==> src/rtl/up_link_pkg.sv <==
// Shared uplink definitions: frame headers, frame length and the
// state encodings of the byte and frame receivers.
package up_link_pkg;

  localparam logic [7:0] HEAD_VOLT_C  = 8'hA1;
  localparam logic [7:0] HEAD_STATE_C = 8'hA2;
  localparam logic [7:0] HEAD_FAULT_C = 8'hA5;
  localparam logic [7:0] HEAD_VER_C   = 8'hA6;

  localparam int FRAME_LEN = 3;

  typedef enum logic [1:0] {
    B_IDLE  = 2'd0,
    B_START = 2'd1,
    B_DATA  = 2'd2,
    B_STOP  = 2'd3
  } byte_st_e;

  typedef enum logic [1:0] {
    F_HEAD = 2'd0,
    F_HI   = 2'd1,
    F_LO   = 2'd2
  } frame_st_e;

endpackage

==> src/rtl/uart_byte_rx.sv <==
// 8N1 byte receiver with 2-FF input synchronizer. byte_vld/byte_err are
// asserted combinationally in the cycle the stop bit is sampled.
module uart_byte_rx
  import up_link_pkg::*;
#(
  parameter logic [15:0] BIT_CYC = 16'd100
) (
  input  logic       clk,
  input  logic       rstn,
  input  logic       rxd,
  output logic [7:0] byte_data,
  output logic       byte_vld,
  output logic       byte_err,
  output logic       idle
);

  localparam logic [15:0] HALF_M1 = (BIT_CYC / 16'd2) - 16'd1;
  localparam logic [15:0] FULL_M1 = BIT_CYC - 16'd1;

  logic       rxd_m, rxd_s, rxd_p;
  logic [15:0] cnt;
  logic [2:0] bit_idx;
  logic [7:0] shreg;
  byte_st_e   byte_state, byte_state_nxt;
  logic       tick;

  // Reset to idle-high so release never looks like a start edge.
  always_ff @(posedge clk or negedge rstn) begin
    if (!rstn) begin
      rxd_m <= 1'b1;
      rxd_s <= 1'b1;
      rxd_p <= 1'b1;
    end else begin
      rxd_m <= rxd;
      rxd_s <= rxd_m;
      rxd_p <= rxd_s;
    end
  end

  assign tick = (cnt == 16'd0);

  always_comb begin
    byte_state_nxt = byte_state;
    byte_vld       = 1'b0;
    byte_err       = 1'b0;
    case (byte_state)
      B_IDLE:  if (rxd_p && !rxd_s) byte_state_nxt = B_START;
      B_START: if (tick) byte_state_nxt = rxd_s ? B_IDLE : B_DATA;
      B_DATA:  if (tick && (bit_idx == 3'd7)) byte_state_nxt = B_STOP;
      B_STOP: begin
        if (tick) begin
          byte_state_nxt = B_IDLE;
          byte_vld       = rxd_s;
          byte_err       = !rxd_s;
        end
      end
      default: byte_state_nxt = B_IDLE;
    endcase
  end

  always_ff @(posedge clk or negedge rstn) begin
    if (!rstn) begin
      byte_state <= B_IDLE;
      cnt        <= 16'd0;
      bit_idx    <= 3'd0;
      shreg      <= 8'd0;
    end else begin
      byte_state <= byte_state_nxt;
      // Idle keeps the half-bit preload ready for the next start edge.
      if (byte_state == B_IDLE)  cnt <= HALF_M1;
      else if (tick)             cnt <= FULL_M1;
      else                       cnt <= cnt - 16'd1;
      if (byte_state == B_START) bit_idx <= 3'd0;
      else if ((byte_state == B_DATA) && tick) bit_idx <= bit_idx + 3'd1;
      if ((byte_state == B_DATA) && tick) shreg <= {rxd_s, shreg[7:1]};
    end
  end

  assign byte_data = shreg;
  assign idle      = (byte_state == B_IDLE);

endmodule

==> src/rtl/up_sign_rx.sv <==
// Uplink frame receiver: assembles header/hi/lo frames, decodes them into
// registered outputs with strobes, and tracks link health and errors.
module up_sign_rx
  import up_link_pkg::*;
#(
  parameter logic [15:0] BIT_CYC    = 16'd100,
  parameter logic [15:0] GAP_CYC    = 16'd2000,
  parameter logic [23:0] LINK_TMO   = 24'd5000000,
  parameter logic [7:0]  HEAD_VOLT  = HEAD_VOLT_C,
  parameter logic [7:0]  HEAD_STATE = HEAD_STATE_C,
  parameter logic [7:0]  HEAD_FAULT = HEAD_FAULT_C,
  parameter logic [7:0]  HEAD_VER   = HEAD_VER_C
) (
  input  logic        clk,
  input  logic        rstn,
  input  logic        rxd,
  output logic [11:0] volt,
  output logic        volt_vld,
  output logic [15:0] state,
  output logic        state_vld,
  output logic [15:0] flt_state,
  output logic        flt_vld,
  output logic [15:0] ver,
  output logic        ver_vld,
  output logic        link_ok,
  output logic [7:0]  err_cnt
);

  logic [7:0]  byte_data;
  logic        byte_vld, byte_err, byte_idle;
  frame_st_e   frame_state, frame_state_nxt;
  logic [7:0]  head_q, hi_q;
  logic [15:0] gap_cnt;
  logic [23:0] link_cnt;
  logic [15:0] payload;
  logic        gap_abort, hdr_bad, volt_bad, frame_done, err_evt, is_head;

  uart_byte_rx #(.BIT_CYC(BIT_CYC)) u_byte (
    .clk       (clk),
    .rstn      (rstn),
    .rxd       (rxd),
    .byte_data (byte_data),
    .byte_vld  (byte_vld),
    .byte_err  (byte_err),
    .idle      (byte_idle)
  );

  assign payload   = {hi_q, byte_data};
  assign is_head   = (byte_data == HEAD_VOLT) || (byte_data == HEAD_STATE) ||
                     (byte_data == HEAD_FAULT) || (byte_data == HEAD_VER);
  assign gap_abort = (frame_state != F_HEAD) && byte_idle && (gap_cnt == GAP_CYC - 16'd1);

  always_comb begin
    frame_state_nxt = frame_state;
    hdr_bad         = 1'b0;
    volt_bad        = 1'b0;
    frame_done      = 1'b0;
    if (byte_err || gap_abort) begin
      frame_state_nxt = F_HEAD;
    end else if (byte_vld) begin
      case (frame_state)
        F_HEAD: if (is_head) frame_state_nxt = F_HI; else hdr_bad = 1'b1;
        F_HI:   frame_state_nxt = F_LO;
        F_LO: begin
          frame_state_nxt = F_HEAD;
          if ((head_q == HEAD_VOLT) && (payload[15:12] != 4'd0)) volt_bad = 1'b1;
          else frame_done = 1'b1;
        end
        default: frame_state_nxt = F_HEAD;
      endcase
    end
  end

  assign err_evt = byte_err | gap_abort | hdr_bad | volt_bad;

  always_ff @(posedge clk or negedge rstn) begin
    if (!rstn) begin
      frame_state <= F_HEAD;
      head_q      <= 8'd0;
      hi_q        <= 8'd0;
      gap_cnt     <= 16'd0;
      link_cnt    <= 24'd0;
      link_ok     <= 1'b0;
      err_cnt     <= 8'd0;
      volt        <= 12'd0;
      volt_vld    <= 1'b0;
      state       <= 16'd0;
      state_vld   <= 1'b0;
      flt_state   <= 16'd0;
      flt_vld     <= 1'b0;
      ver         <= 16'd0;
      ver_vld     <= 1'b0;
    end else begin
      frame_state <= frame_state_nxt;
      volt_vld    <= 1'b0;
      state_vld   <= 1'b0;
      flt_vld     <= 1'b0;
      ver_vld     <= 1'b0;
      if (byte_vld && (frame_state == F_HEAD) && is_head) head_q <= byte_data;
      if (byte_vld && (frame_state == F_HI)) hi_q <= byte_data;

      // Gap timer only runs between bytes of a frame in progress.
      if (byte_vld || (frame_state == F_HEAD) || gap_abort) gap_cnt <= 16'd0;
      else if (byte_idle) gap_cnt <= gap_cnt + 16'd1;

      if (err_evt && (err_cnt != 8'hFF)) err_cnt <= err_cnt + 8'd1;

      if (frame_done) begin
        case (head_q)
          HEAD_VOLT:  begin volt      <= payload[11:0]; volt_vld  <= 1'b1; end
          HEAD_STATE: begin state     <= payload;       state_vld <= 1'b1; end
          HEAD_FAULT: begin flt_state <= payload;       flt_vld   <= 1'b1; end
          HEAD_VER:   begin ver       <= payload;       ver_vld   <= 1'b1; end
          default: ;
        endcase
      end

      if (frame_done) begin
        link_cnt <= 24'd0;
        link_ok  <= 1'b1;
      end else if (link_cnt != LINK_TMO) begin
        link_cnt <= link_cnt + 24'd1;
        if (link_cnt == LINK_TMO - 24'd1) link_ok <= 1'b0;
      end
    end
  end

endmodule

==> config.mk <==
export PLATFORM = sky130hd
export DESIGN_NAME = up_sign_rx
export DESIGN_NICKNAME = d
export VERILOG_FILES = /design/src/rtl/up_link_pkg.sv /design/src/rtl/uart_byte_rx.sv /design/src/rtl/up_sign_rx.sv
export SDC_FILE = /design/constraint.sdc
export NUM_CORES = 1
export LEC_CHECK = 0
export ABC_AREA = 1
export CAP_MARGIN = 15
export CORE_MARGIN = 2
export CORE_UTILIZATION = 53
export CTS_BUF_LIST = sky130_fd_sc_hd__clkbuf_8
export DETAILED_ROUTE_END_ITERATION = 12
export PLACE_DENSITY = 0.78
export SYNTH_ARGS = -nofsm -noshare
export SYNTH_HDL_FRONTEND = slang
export SYNTH_SLANG_ARGS = --single-unit
==> constraint.sdc <==
create_clock -name clk -period 1.8 [get_ports clk]
set_clock_uncertainty 0.2 [all_clocks]
set_input_delay 0.18 -clock clk [delete_from_list [all_inputs] [get_ports clk]]
set_output_delay 0.18 -clock clk [all_outputs]
set_load 0.02 [all_outputs]
==> results.ini <==
[min_path]
whs_endpoint = u_byte.rxd_s
min_path_type = flip-flop to flip-flop
hp-start = u_byte.rxd_m
holdPathStages = 0

[timing]
slew_violations = 0
max_freq_mhz = 460
min_period_ps = 2180
period_share_pct = 121
finalSetupViolations = 144
rsz0062_at_grt = yes
setup_slack_ps = -376
slew_headroom_pct = 65.5
finalHoldViolCount = 0
tns_ps = -28350
worstMarginPinSlew_ps = 516

[drt]
num_vias = 7509
firstDrtPassIters = 6
routed_wl_um = 23300
drc = 0
wire_per_inst_um = 17.5
drtAntennaViolNets = 0
drt_iter0_drc = 861
via_per_inst = 5.63

[floorplanning]
start_util_pct = 54.4
die_h_um = 124
core_sq_um = 13900
num_io_pins = 76
dieWidth_um = 124
dieArea_sq_um = 15300
rows = 43

[yosys]
ys_warn_count = 0
synth_edf_count = 0
yosys.cell_types.count = 33
synth_top_area_cell = dfrtp_1
yosys-top-cells-area = dfrtp_1 53%, nand2_1 13%, nor2_1 6.0%, o21ai_0 4.3%, inv_1 4.2%
synth_seq_cells = 163
synth_area_sq_um = 7580
synth_common_cells = 256 x nand2_1, 160 x dfrtp_1, 122 x nor2_1
synth_ff_type = dfrtp_1
syn_nets = 930
syn-instance-count = 919
yosys.area.top_type_share_pct = 52.8
synthArstFlopShare_pct = 100
avgSynthCellArea_sq_um = 8.24
synth_most_common_cell = nand2_1
ys_seq_area_share_pct = 53.9

[clock_tree]
cts_tree = built
clock_latency_ps = 480
cts_num_sinks = 163
clockBufferDepth = 2
cts_max_level = 4
cts_root_buf = clkbuf_8
numCtsBuffers = 17
path_clk_slew_ps = 100

[setup_path]
crit_fanout = 9
r2r_setup_slack_ps = -380
r2r_cells = 9
critPathCaptureType = flip-flop
startpoint_type = flip-flop
critPathArrivalTime_ps = 2330
critPathKind = flip-flop to flip-flop
r2r-start = u_byte.rxd_s
r2r_end = state[14]
cp.required_ps = 1960

[power]
vdd_drop_max_mv = 0.892
power_density_nw_per_um2 = 699
p_leak_nw = 5.78

[run_status]
violations = setup timing
status = finished, violations left

[global_route]
grt_antenna_before_repair = 0
grt_pass1_wl_um = 32600
track_usage_pct = 27.7
grt_overflow = 0
grt_pass1_vias = 6876
grt_start_max_net_pins = 50

[placed_design]
port_buffers = 75
place.gp.congestion = 0.856
hpwl_um = 12800
placedCellCount = 1261
place_ws_ps = -193

[flow_run]
max-cap-violations = 0

[final_layout]
layout.cells.non_filler = 1333
n_antenna_cell = 0
syn2layout_area_growth_pct = 47.2
final_net_count = 1151
drive_gt1_share_pct = 33.2

==> through the flow <==
step	hold slack (ps)	area, sq um	util, %	power [W]
finish	160	11100	80.0	0.00779
global route	163	11100	80.0	0.00806
CTS	161	10400	74.4	0.00749
detailed placement	-77.9	9440	67.7	0.00475
global placement	-77.3	9440	67.7	0.00473
floorplan	-316	7660	-	0.00431
==> power breakdown <==
part           internal (W)  switching [W]
Clock               0.00118        0.00153
Sequential          0.00374      0.0000694
Combinational      0.000544       0.000732
==> state kept, by name, summed over array words and instances (netlist names), 2 cells and up, named ones only <==
name / cells
err_cnt: 8
flt_state: 16
frame_state: 2
gap_cnt: 16
head_q: 8
hi_q: 8
link_cnt: 24
state: 16
u_byte.bit_idx: 3
u_byte.byte_data: 8
u_byte.cnt: 16
ver: 16
volt: 12
==> critical path: stages (launching register included) <==
cell and delay [ps]:
dfstp_2 550, inv_1 50, nor2_1 270, inv_2 100, nor2_4 160, nand2_4 110
buf_12 170, buf_12 140, o21ai_1 180, nand2_1 130
==> worst max-delay path by stage <==
stage	end	start	slack, ps	cells after the start
final	state[14]	u_byte.rxd_s	-380	9
after detailed placement	hi_q[7]	u_byte.cnt[0]	-190	11
after global placement	link_cnt[19]	u_byte.cnt[0]	-120	10
after floorplan	state[6]	u_byte.cnt[0]	-70	12
after global routing	state[14]	u_byte.rxd_s	-430	9
after CTS	state[0]	u_byte.cnt[0]	-150	11
==> placed cells by master, fill, tap and decap left out, types with 6 or more instances in the layout <==
master	instances
nand3_4	6
o21ai_4	9
nor3_1	6
inv_1	72
inv_6	6
o21ai_1	34
a21oi_1	22
clkbuf_8	18
xor2_1	15
nor2_2	26
a21oi_2	13
nand4_1	15
nor2_4	28
nor3_2	10
o21ai_0	9
buf_4	103
buf_12	14
dlygate4sd2_1	69
nand2_4	7
xnor2_1	7
inv_2	11
buf_6	24
nor2_1	81
nand2_1	224
nand2_2	25
nand3_1	33
nand3_2	10
o21ai_2	35
dfrtp_1	160
==> routing by layer <==
| metal | part of all wire [%] | global-route usage [%] | routed length (um) |
|---|---|---|---|
| met1 | 37 | 36.4 | 8650 |
| met2 | 51 | 45.0 | 11900 |
| met3 | 7.4 | 5.21 | 1730 |
| met4 | 4.6 | 12.4 | 1070 |
| met5 | 0 | 0 | 0 |
==> timing repair <==
action	in CTS	in global routing
hold buffers	3	0
pin swaps	30	35
setup buffers	14	14
setup endpoints to repair	202	160
resized for setup	202	145
gates cloned	3	7
endpoints found under the hold margin	164	0
==> cell type report <==
class | count | area (sq um)
Timing Repair Buffer | 223 | 2150
Inverter | 87 | 339
Fill cell | 793 | 2790
Tap cell | 180 | 225
Sequential cell | 163 | 4080
Multi-Input combinational cell | 648 | 3960
Clock inverter | 14 | 144
Clock buffer | 18 | 248
==> cells by family (layout without fill, tap and decap cells) <==
family                     after synthesis  in the layout  share of synthesized area [%]
AOI/OAI and AO/OA                      128            128                           8.60
xor gates and xnor gates                24             24                           2.77
adders and majority gates                8              8                           1.32
buffers and inverters                  112            342                           6.16
DFF                                    163            163                           53.9
muxes                                    1              1                          0.132
and+or+nand+nor                        483            487                           27.1
Note: power is estimated with default switching activity, not from simulation.
